**config.mk**
```make
export PLATFORM = sky130hd
export DESIGN_NAME = muldiv_unit
export DESIGN_NICKNAME = d
export VERILOG_FILES = /design/src/rtl/muldiv_unit.sv
export SDC_FILE = /design/constraint.sdc
export NUM_CORES = 1
export LEC_CHECK = 0
export CORE_MARGIN = 3
export CORE_UTILIZATION = 40
export CTS_CLUSTER_DIAMETER = 80
export DETAILED_ROUTE_END_ITERATION = 8
export GPL_ROUTABILITY_DRIVEN = 0
export MAX_ROUTING_LAYER = met4
export PLACE_DENSITY_LB_ADDON = 0.08
export SYNTH_ARGS = -nofsm -noshare
export SYNTH_HDL_FRONTEND = slang
export SYNTH_SLANG_ARGS = --single-unit
```
**constraint.sdc**
```tcl
create_clock -name clk -period 9.5 [get_ports clk]
set_clock_uncertainty 0.15 [all_clocks]
set_input_delay 2.375 -clock clk [delete_from_list [all_inputs] [get_ports clk]]
set_output_delay 2.375 -clock clk [all_outputs]
set_load 0.05 [all_outputs]
```
**src/rtl/muldiv_unit.sv**
```systemverilog
// muldiv_unit: bit-serial RV32M/RV64M multiply/divide for the EX stage.
// Shift-add multiply and restoring divide share one 2*XLEN accumulator.
module muldiv_unit #(
   parameter int XLEN     = 32,
   parameter bit FAST_MUL = 1'b0
) (
   input  logic            clk,
   input  logic            reset,
   input  logic            StartE,
   input  logic [2:0]      Funct3E,
   input  logic [XLEN-1:0] SrcAE,
   input  logic [XLEN-1:0] SrcBE,
   input  logic            FlushE,
   output logic            StallReq,
   output logic            Busy,
   output logic            Valid,
   output logic [XLEN-1:0] ResultE
);
   localparam int CW = $clog2(XLEN + 1);
   localparam logic [CW-1:0] LAST = CW'(XLEN - 1);
   typedef enum logic [1:0] {IDLE, RUN, DONE} state_t;
   state_t state_q, state_d;
   logic [CW-1:0] cnt_q, cnt_d;
   logic [2:0] f3_q, f3_d;
   logic negq_q, negq_d, negr_q, negr_d;
   logic [XLEN-1:0] m_q, m_d, res_q, res_d;
   logic [2*XLEN-1:0] acc_q, acc_d;
   logic is_div, sa_signed, sb_signed, s_a, s_b, div0, ovf, fast, accept;
   logic [XLEN-1:0] mag_a, mag_b, special_res, fast_res, mul_res, fin_res, quo, rem;
   logic [2*XLEN-1:0] ext_a, ext_b, prod, mul_step, div_step, step, step_fix;
   logic [XLEN:0] add, rem_sh, diff;

   assign is_div      = Funct3E[2];
   assign sa_signed   = is_div ? ~Funct3E[0] : (Funct3E[1:0] == 2'b01 || Funct3E[1:0] == 2'b10);
   assign sb_signed   = is_div ? ~Funct3E[0] : (Funct3E[1:0] == 2'b01);
   assign s_a         = sa_signed & SrcAE[XLEN-1];
   assign s_b         = sb_signed & SrcBE[XLEN-1];
   assign mag_a       = s_a ? -SrcAE : SrcAE;
   assign mag_b       = s_b ? -SrcBE : SrcBE;
   assign div0        = is_div & (SrcBE == '0);
   assign ovf         = is_div & ~Funct3E[0] & (SrcAE == {1'b1, {(XLEN-1){1'b0}}}) & (SrcBE == '1);
   assign special_res = div0 ? (Funct3E[1] ? SrcAE : '1) : (Funct3E[1] ? '0 : SrcAE);
   assign fast        = FAST_MUL & ~is_div;
   assign ext_a       = {{XLEN{s_a}}, SrcAE};
   assign ext_b       = {{XLEN{s_b}}, SrcBE};
   assign prod        = FAST_MUL ? ext_a * ext_b : '0;
   assign fast_res    = (Funct3E[1:0] == 2'b00) ? prod[XLEN-1:0] : prod[2*XLEN-1:XLEN];
   // multiply: add multiplicand into the high half, shift the pair right
   assign add      = {1'b0, acc_q[2*XLEN-1:XLEN]} + (acc_q[0] ? {1'b0, m_q} : '0);
   assign mul_step = {add, acc_q[XLEN-1:1]};
   // divide: shift next dividend bit into the partial remainder, subtract if it fits
   assign rem_sh   = acc_q[2*XLEN-1:XLEN-1];
   assign diff     = rem_sh - {1'b0, m_q};
   assign div_step = diff[XLEN] ? {rem_sh[XLEN-1:0], acc_q[XLEN-2:0], 1'b0}
                                : {diff[XLEN-1:0], acc_q[XLEN-2:0], 1'b1};
   assign step     = f3_q[2] ? div_step : mul_step;
   assign step_fix = negq_q ? -step : step;
   assign mul_res  = (f3_q[1:0] == 2'b00) ? step_fix[XLEN-1:0] : step_fix[2*XLEN-1:XLEN];
   assign quo      = step[XLEN-1:0];
   assign rem      = step[2*XLEN-1:XLEN];
   assign fin_res  = ~f3_q[2] ? mul_res : f3_q[1] ? (negr_q ? -rem : rem) : (negq_q ? -quo : quo);
   assign accept   = StartE & ~FlushE & (state_q != RUN);

   always_comb begin
      state_d = state_q;
      cnt_d   = cnt_q;
      f3_d    = f3_q;
      negq_d  = negq_q;
      negr_d  = negr_q;
      m_d     = m_q;
      acc_d   = acc_q;
      res_d   = res_q;
      if (FlushE) begin
         state_d = IDLE;
      end else if (accept) begin
         f3_d    = Funct3E;
         negq_d  = s_a ^ s_b;
         negr_d  = s_a;
         cnt_d   = '0;
         m_d     = is_div ? mag_b : mag_a;
         acc_d   = {{XLEN{1'b0}}, is_div ? mag_a : mag_b};
         state_d = (div0 | ovf | fast) ? DONE : RUN;
         res_d   = (div0 | ovf) ? special_res : fast ? fast_res : res_q;
      end else if (state_q == RUN) begin
         acc_d = step;
         cnt_d = cnt_q + 1'b1;
         if (cnt_q == LAST) begin
            state_d = DONE;
            res_d   = fin_res;
         end
      end else if (state_q == DONE) begin
         state_d = IDLE;
      end
   end

   always_ff @(posedge clk or negedge reset) begin
      if (!reset) begin
         state_q <= IDLE;
         cnt_q   <= '0;
         f3_q    <= '0;
         negq_q  <= 1'b0;
         negr_q  <= 1'b0;
         m_q     <= '0;
         acc_q   <= '0;
         res_q   <= '0;
      end else begin
         state_q <= state_d;
         cnt_q   <= cnt_d;
         f3_q    <= f3_d;
         negq_q  <= negq_d;
         negr_q  <= negr_d;
         m_q     <= m_d;
         acc_q   <= acc_d;
         res_q   <= res_d;
      end
   end

   assign Busy     = (state_q == RUN);
   assign Valid    = (state_q == DONE);
   assign StallReq = (StartE & ~FlushE & ~Busy) | Busy;
   assign ResultE  = res_q;
endmodule
```
==> results of run 1 <==
[synthesized netlist by cell type, drive strengths merged (9+ instances only)]
cell and count:
a21oi 193, nor2b 11, clkbuf 100, xnor2 99, and3 21, nor4 19
dfrtp 141, o211ai 35, a31oi 37, nand2 273, o21a 14, nand3 51
a22o 24, ha 71, o31ai 38, xor2 70, o22ai 10, and2 54
nor2 216, a211oi 51, a21o 26, buf 46, mux2 19, o21ai 271
or4 9, nor3 64, inv 66, mux2i 37, nand4 33, nand2b 28
or2 16, or3 29, a221oi 21, o21bai 10, maj3 25
[layer usage]
metal | part of all wire (%) | global-route usage [%] | up-vias
li1 | - | - | 8638
met1 | 44 | 42.08 | 8723
met2 | 45 | 48.66 | 797
met3 | 7.2 | 4.368 | 113
met4 | 3.8 | 11.49 | 0
met5 | 0 | - | -
[registers in the layout, indices dropped and copies added, names as in the netlist]
signal,flops
acc_q,64
ResultE,32
m_q,32
cnt_q,6
f3_q,3
state_q,2
negq_q,1
negr_q,1
[stage by stage]
stage               setup slack, ns  instance area [µm²]  power, µW  hold slack, ns
finish                        2.572                19000       5616          0.3489
global route                  2.171                19000       5983          0.3839
CTS                           2.640                19000       5545          0.3525
detailed placement            2.171                18440       4854          0.3373
global placement              2.328                18440       4830          0.3224
floorplan                     3.819                17040       3673          0.3024
[critical path, cell delays in order]
cell             delay, ns
clkdlybuf4s50_1       0.45
inv_1                 0.13
ha_1                  0.18
or3b_2                0.47
nor3_1                0.25
nand2_1               0.18
nor3_1                0.44
nand2_1               0.18
nor3_1                0.35
nand4_1               0.30
o311a_1               0.27
nor3_2                0.16
buf_4                 0.53
inv_1                 0.35
a221oi_1              0.32
a31oi_1               0.13
[layout make-up]
class                      instances  area [µm²]  share of cell area, %
clock buffer                      22       474.2                  2.496
clock inverter                     9       88.84                 0.4675
inverter                          69       259.0                  1.363
multi-input combinational       1995       12700                  66.83
sequential                       141        3532                  18.59
tap                              532       665.6                  3.503
timing repair buffer             136        1282                  6.749
[worst min path at each step]
stage                         from        to  slack (ns)  depth (start not counted)
after floorplan           cnt_q[5]  cnt_q[5]        0.30                          1
after CTS                 cnt_q[5]  cnt_q[5]        0.35                          1
after detailed placement  cnt_q[5]  cnt_q[5]        0.34                          1
after global routing      cnt_q[5]  cnt_q[5]        0.38                          1
after global placement    cnt_q[5]  cnt_q[5]        0.32                          1
final                     cnt_q[5]  cnt_q[5]        0.35                          1
[cells by family (layout without fill, tap and decap cells)]
kind of cell             after synthesis  after routing
AO/OA/AOI/OAI                        813            813
XOR/XNOR                             169            169
adder cells (fa/ha/maj)               98             98
buffers and inverters                215            236
flip-flops                           141            141
multiplexers                          56             56
AND/OR/NAND/NOR                      859            859
[report_power, final]
part	leakage, µW	switching, µW	internal, µW
Combinational	0.00543	2500	1350
Sequential	0.00177	297	798
Clock	0.000268	289	379
==> metrics.md, run 1 <==
| Metric | Value |
|---|---|
| R2R Path Start | `acc_q[31]` |
| Area of the core | `41480 µm²` |
| Top cell type by total area after synthesis | `dfrtp_1` |
| Fraction of layout cells with a size suffix above 1 | `6.450%` |
| Register area share after synthesis | `20.71%` |
| Root buf cell | `clkbuf_16` |
| Global Route Usage Sum | `31.45%` |
| Slew headroom | `19.35%` |
| Multiplexer share of the synthesized area | `3.430%` |
| Pwr dens | `295.5 nW/µm²` |
| CTS resizes | `0` |
| Fin util | `45.81%` |
| Die Wd | `212.4 µm` |
| Synthesized-area fraction occupied by adder cells | `6.919%` |
| Reg2Reg Depth | `21` |
| Clock Sinks | `141` |
| Die area | `45100 µm²` |
| Final setup vio count | `0` |
| Total number of vias | `18.27k` |
| Number of buffers created by CTS | `17` |
| Kind of end point of the critical path | `flop` |
| Routed WL per cell | `23.96 µm` |
| P_leak | `0.007470 µW` |
| Maximum clock path buffer count | `2` |
| Max-slew violations | `0` |
| Synth Area in Compound Gates | `30.80%` |
| Dominant synthesized flop cell | `dfrtp_1` |
| Antenna viol nets, final | `0` |
| Maximum clock rate | `144.3 MHz` |
| Layout Cells excl Fill | `2904` |
| Yosys reg bits | `141` |
| Ys async rst share | `100.0%` |
| Area delta synth->final | `11.55%` |
| Max_cap viols | `0` |
| Vias per cell | `6.292` |
| Crit path from | `SrcBE[0]` |
| Initial cell density of the core | `41.07%` |
| Simple-gate share of the synthesized area | `24.46%` |
| WS Path Type | `input pin to flop` |
| Residual DRC | `0` |
| Period utilization | `72.92%` |
| Max VDD drop | `0.1755 mV` |
| Inserted Diodes | `0` |
| Hold crit path type | `flop to flop` |
| DP HPWL | `54290 µm` |
| RSZ-0062 raised after global routing | `no` |
| Placed Cells | `2873` |
| Most frequent cells in the layout | `272 x nand2_1, 259 x o21ai_0, 211 x nor2_1` |
| Mapped Nets | `2495` |
| Port-buffer cells | `105` |
| Setup TNS | `0 ns` |
| Reg clk slew, reported paths | `0.06 ns` |
| Critical-path maximum fanout | `57` |
| Yosys top cell area share | `20.71%` |
| R2R Setup Slk | `3.11 ns` |
| Main combinational cell family by area after synthesis | `compound AO/OA/AOI/OAI gates` |
| Worst Path Arrival | `7.10 ns` |
| Ys Warns | `0` |
| Area contributors post-synth | `dfrtp_1 21%, o21ai_0 7.6%, nand2_1 6.0%` |
| TritonCTS clock tree | `built` |
| Number of setup buffers added after CTS | `0` |
| XOR/XNOR share of the synthesized area | `8.689%` |
| Largest net degree at the start of global routing | `83` |
| Critical Path RT | `9.67 ns` |
| H-tree Lvls | `4` |
| Floorplan row count | `74` |
| Cts hold-fix bufs | `0` |
| Fin. Hold Viols | `0` |
| Vias in the first global route | `17.21k` |
| Fillcell total | `4322` |
| Worst Tran Pin Value | `1.202 ns` |
| Worst-Skew Late Latency | `0.45 ns` |
| CP endpoint | `ResultE[31]` |
| First-pass GRT wire length | `105600 µm` |
| Cells after Synth | `2351` |
| Antenna violations before repair | `0` |
| Post-layout min period | `6.928 ns` |
| Run status | `completed` |
| Gr ovfl total | `0` |
| EDFF count, synth | `0` |
| Mapped Avg Cell Area | `7.246 µm²` |
| # nets final | `2504` |
| Mapped cell area | `17040 µm²` |
| Die Y | `212.4 µm` |
| Number of distinct library cells after synthesis | `105` |
| CP Launch Type | `input pin` |
| Initial DRC count | `1659` |
| Most common cell after layout, fill and taps aside | `nand2_1` |
| Final wirelength | `69580 µm` |
| Capturing point of the worst reg2reg path | `ResultE[22]` |
| Io pins | `106` |
| Number of detailed-route iterations in the first pass | `6` |
No activity file was read; power rests on OpenSTA's default activity.
==> inputs of run 2 (changes only) <==
Clock period 9.5 ns to 6.17 ns, I/O delays scaled along.
==> metrics.md, run 2 (synthesis results as in run 1) <==
| Metric | Value |
|---|---|
| # nets final | `2548` |
| Slew headroom | `31.50%` |
| WS Path Type | `flop to flop` |
| Antenna violations before repair | `1` |
| Number of detailed-route iterations in the first pass | `6` |
| Period utilization | `89.30%` |
| Clock Sinks | `141` |
| Fraction of layout cells with a size suffix above 1 | `8.237%` |
| Crit path from | `acc_q[0]` |
| Routed WL per cell | `24.01 µm` |
| Hold_sp | `cnt_q[5]` |
| Critical Path RT | `6.34 ns` |
| Root buf cell | `clkbuf_16` |
| Residual DRC | `0` |
| Max_cap viols | `0` |
| Die Wd | `212.4 µm` |
| Run status | `completed` |
| TritonCTS clock tree | `built` |
| CTS resizes | `0` |
| Number of setup buffers added after CTS | `0` |
| Final setup vio count | `0` |
| RSZ-0062 raised after global routing | `no` |
| R2R Path Start | `acc_q[0]` |
| Vias in the first global route | `17.12k` |
| P_leak | `0.007726 µW` |
| Inserted Diodes | `0` |
| Critical-path maximum fanout | `31` |
| Area of the core | `41480 µm²` |
| Setup TNS | `0 ns` |
| Reg clk slew, reported paths | `0.06 ns` |
| Antenna viol nets, final | `0` |
| Port-buffer cells | `105` |
| Final wirelength | `70780 µm` |
| Area post-placement | `18810 µm²` |
| Max VDD drop | `0.2483 mV` |
| Initial cell density of the core | `41.07%` |
| Gr ovfl total | `0` |
| Area delta synth->final | `14.12%` |
| Global Route Usage Sum | `31.81%` |
| Top reg by flops | `acc_q` |
| Worst Tran Pin Value | `1.019 ns` |
| Most frequent cells in the layout | `272 x nand2_1, 259 x o21ai_0, 211 x nor2_1` |
| First-pass GRT wire length | `106400 µm` |
| Max-slew violations | `0` |
| Die area | `45100 µm²` |
| Initial DRC count | `2054` |
| Maximum clock path buffer count | `2` |
| Pwr dens | `461.5 nW/µm²` |
| Most common cell after layout, fill and taps aside | `nand2_1` |
| Kind of end point of the critical path | `flop` |
| Io pins | `106` |
| Post-layout min period | `5.510 ns` |
| Max reg flops | `64` |
| Maximum clock rate | `181.5 MHz` |
| DP HPWL | `55810 µm` |
| H-tree Lvls | `4` |
| Number of buffers created by CTS | `17` |
| Cts hold-fix bufs | `0` |
| Worst Path Arrival | `5.68 ns` |
| Vias per cell | `6.273` |
| Die Y | `212.4 µm` |
| Total number of vias | `18.49k` |
| Design Area, Final | `19440 µm²` |
| Largest net degree at the start of global routing | `76` |
| Worst-Skew Late Latency | `0.46 ns` |
| Hold crit path type | `flop to flop` |
| CP Launch Type | `flop` |
| Fin. Hold Viols | `0` |
| Floorplan row count | `74` |
run 2: where the power goes:
part | internal [µW] | total (µW) | switching (µW) | leakage, µW
registers | 1230 | 1620 | 386 | 0.00177
logic | 2220 | 6220 | 4000 | 0.00566
clock network | 671 | 1140 | 465 | 0.000297
total | 4120 | 8970 | 4850 | 0.00773
run 2: critical path, stage by stage (launching register included):
cell and delay, ns:
dfrtp_1 0.41, buf_4 0.23, and2_1 0.21, fa_1 0.49, a211oi_2 0.35, o21ai_1 0.22, a31oi_1 0.25, xor2_1 0.21
a21boi_0 0.51, nand4_1 0.16, o311a_1 0.15, nor3_1 0.47, nand2b_1 0.42, o31ai_1 0.38, xnor2_1 0.10, a221oi_1 0.52
a21oi_1 0.13
run 2: final cells by class:
cell class | instances | area, µm²
multi-input cells | 1995 | 12690
repair buffers | 180 | 1663
inverters | 69 | 259.0
well taps | 532 | 665.6
fillers | 4279 | 22040
clock buffers | 20 | 466.7
clock inverters | 11 | 158.9
flip-flops and latches | 141 | 3532
run 2: per-stage QoR:
stage	cells	hold WS (ns)	setup WS (ns)	power, µW	utilization (%)
floorplan	2351	0.3024	1.265	5655	-
global placement	2917	0.3237	0.4277	7626	45.36
detailed placement	2917	0.3275	0.4021	7656	45.36
CTS	2948	0.3419	0.7490	8828	46.87
global route	2948	0.3610	0.3851	9514	46.87
finish	2948	0.3381	0.6604	8971	46.87
run 2: per-layer routing:
| layer | part of all wire [%] | up-vias | global-route usage (%) |
|---|---|---|---|
| met3 | 7.3 | 137 | 4.161 |
| met1 | 44 | 8748 | 42.62 |
| li1 | - | 8732 | - |
| met5 | 0 | - | - |
| met4 | 4.4 | 0 | 12.30 |
| met2 | 45 | 875 | 48.99 |
run 2: final timing paths:
kind | endpoint | slack (ns) | cells past startpoint
worst max register to register | ResultE[15] | 0.66 | 16
worst max-delay path | ResultE[15] | 0.66 | 16
worst min register to register | cnt_q[5] | 0.34 | 1
worst min-delay path | cnt_q[5] | 0.34 | 1
max in group asynchronous | acc_q[2] | 3.77 | 2
min in group asynchronous | m_q[29] | 0.97 | 1
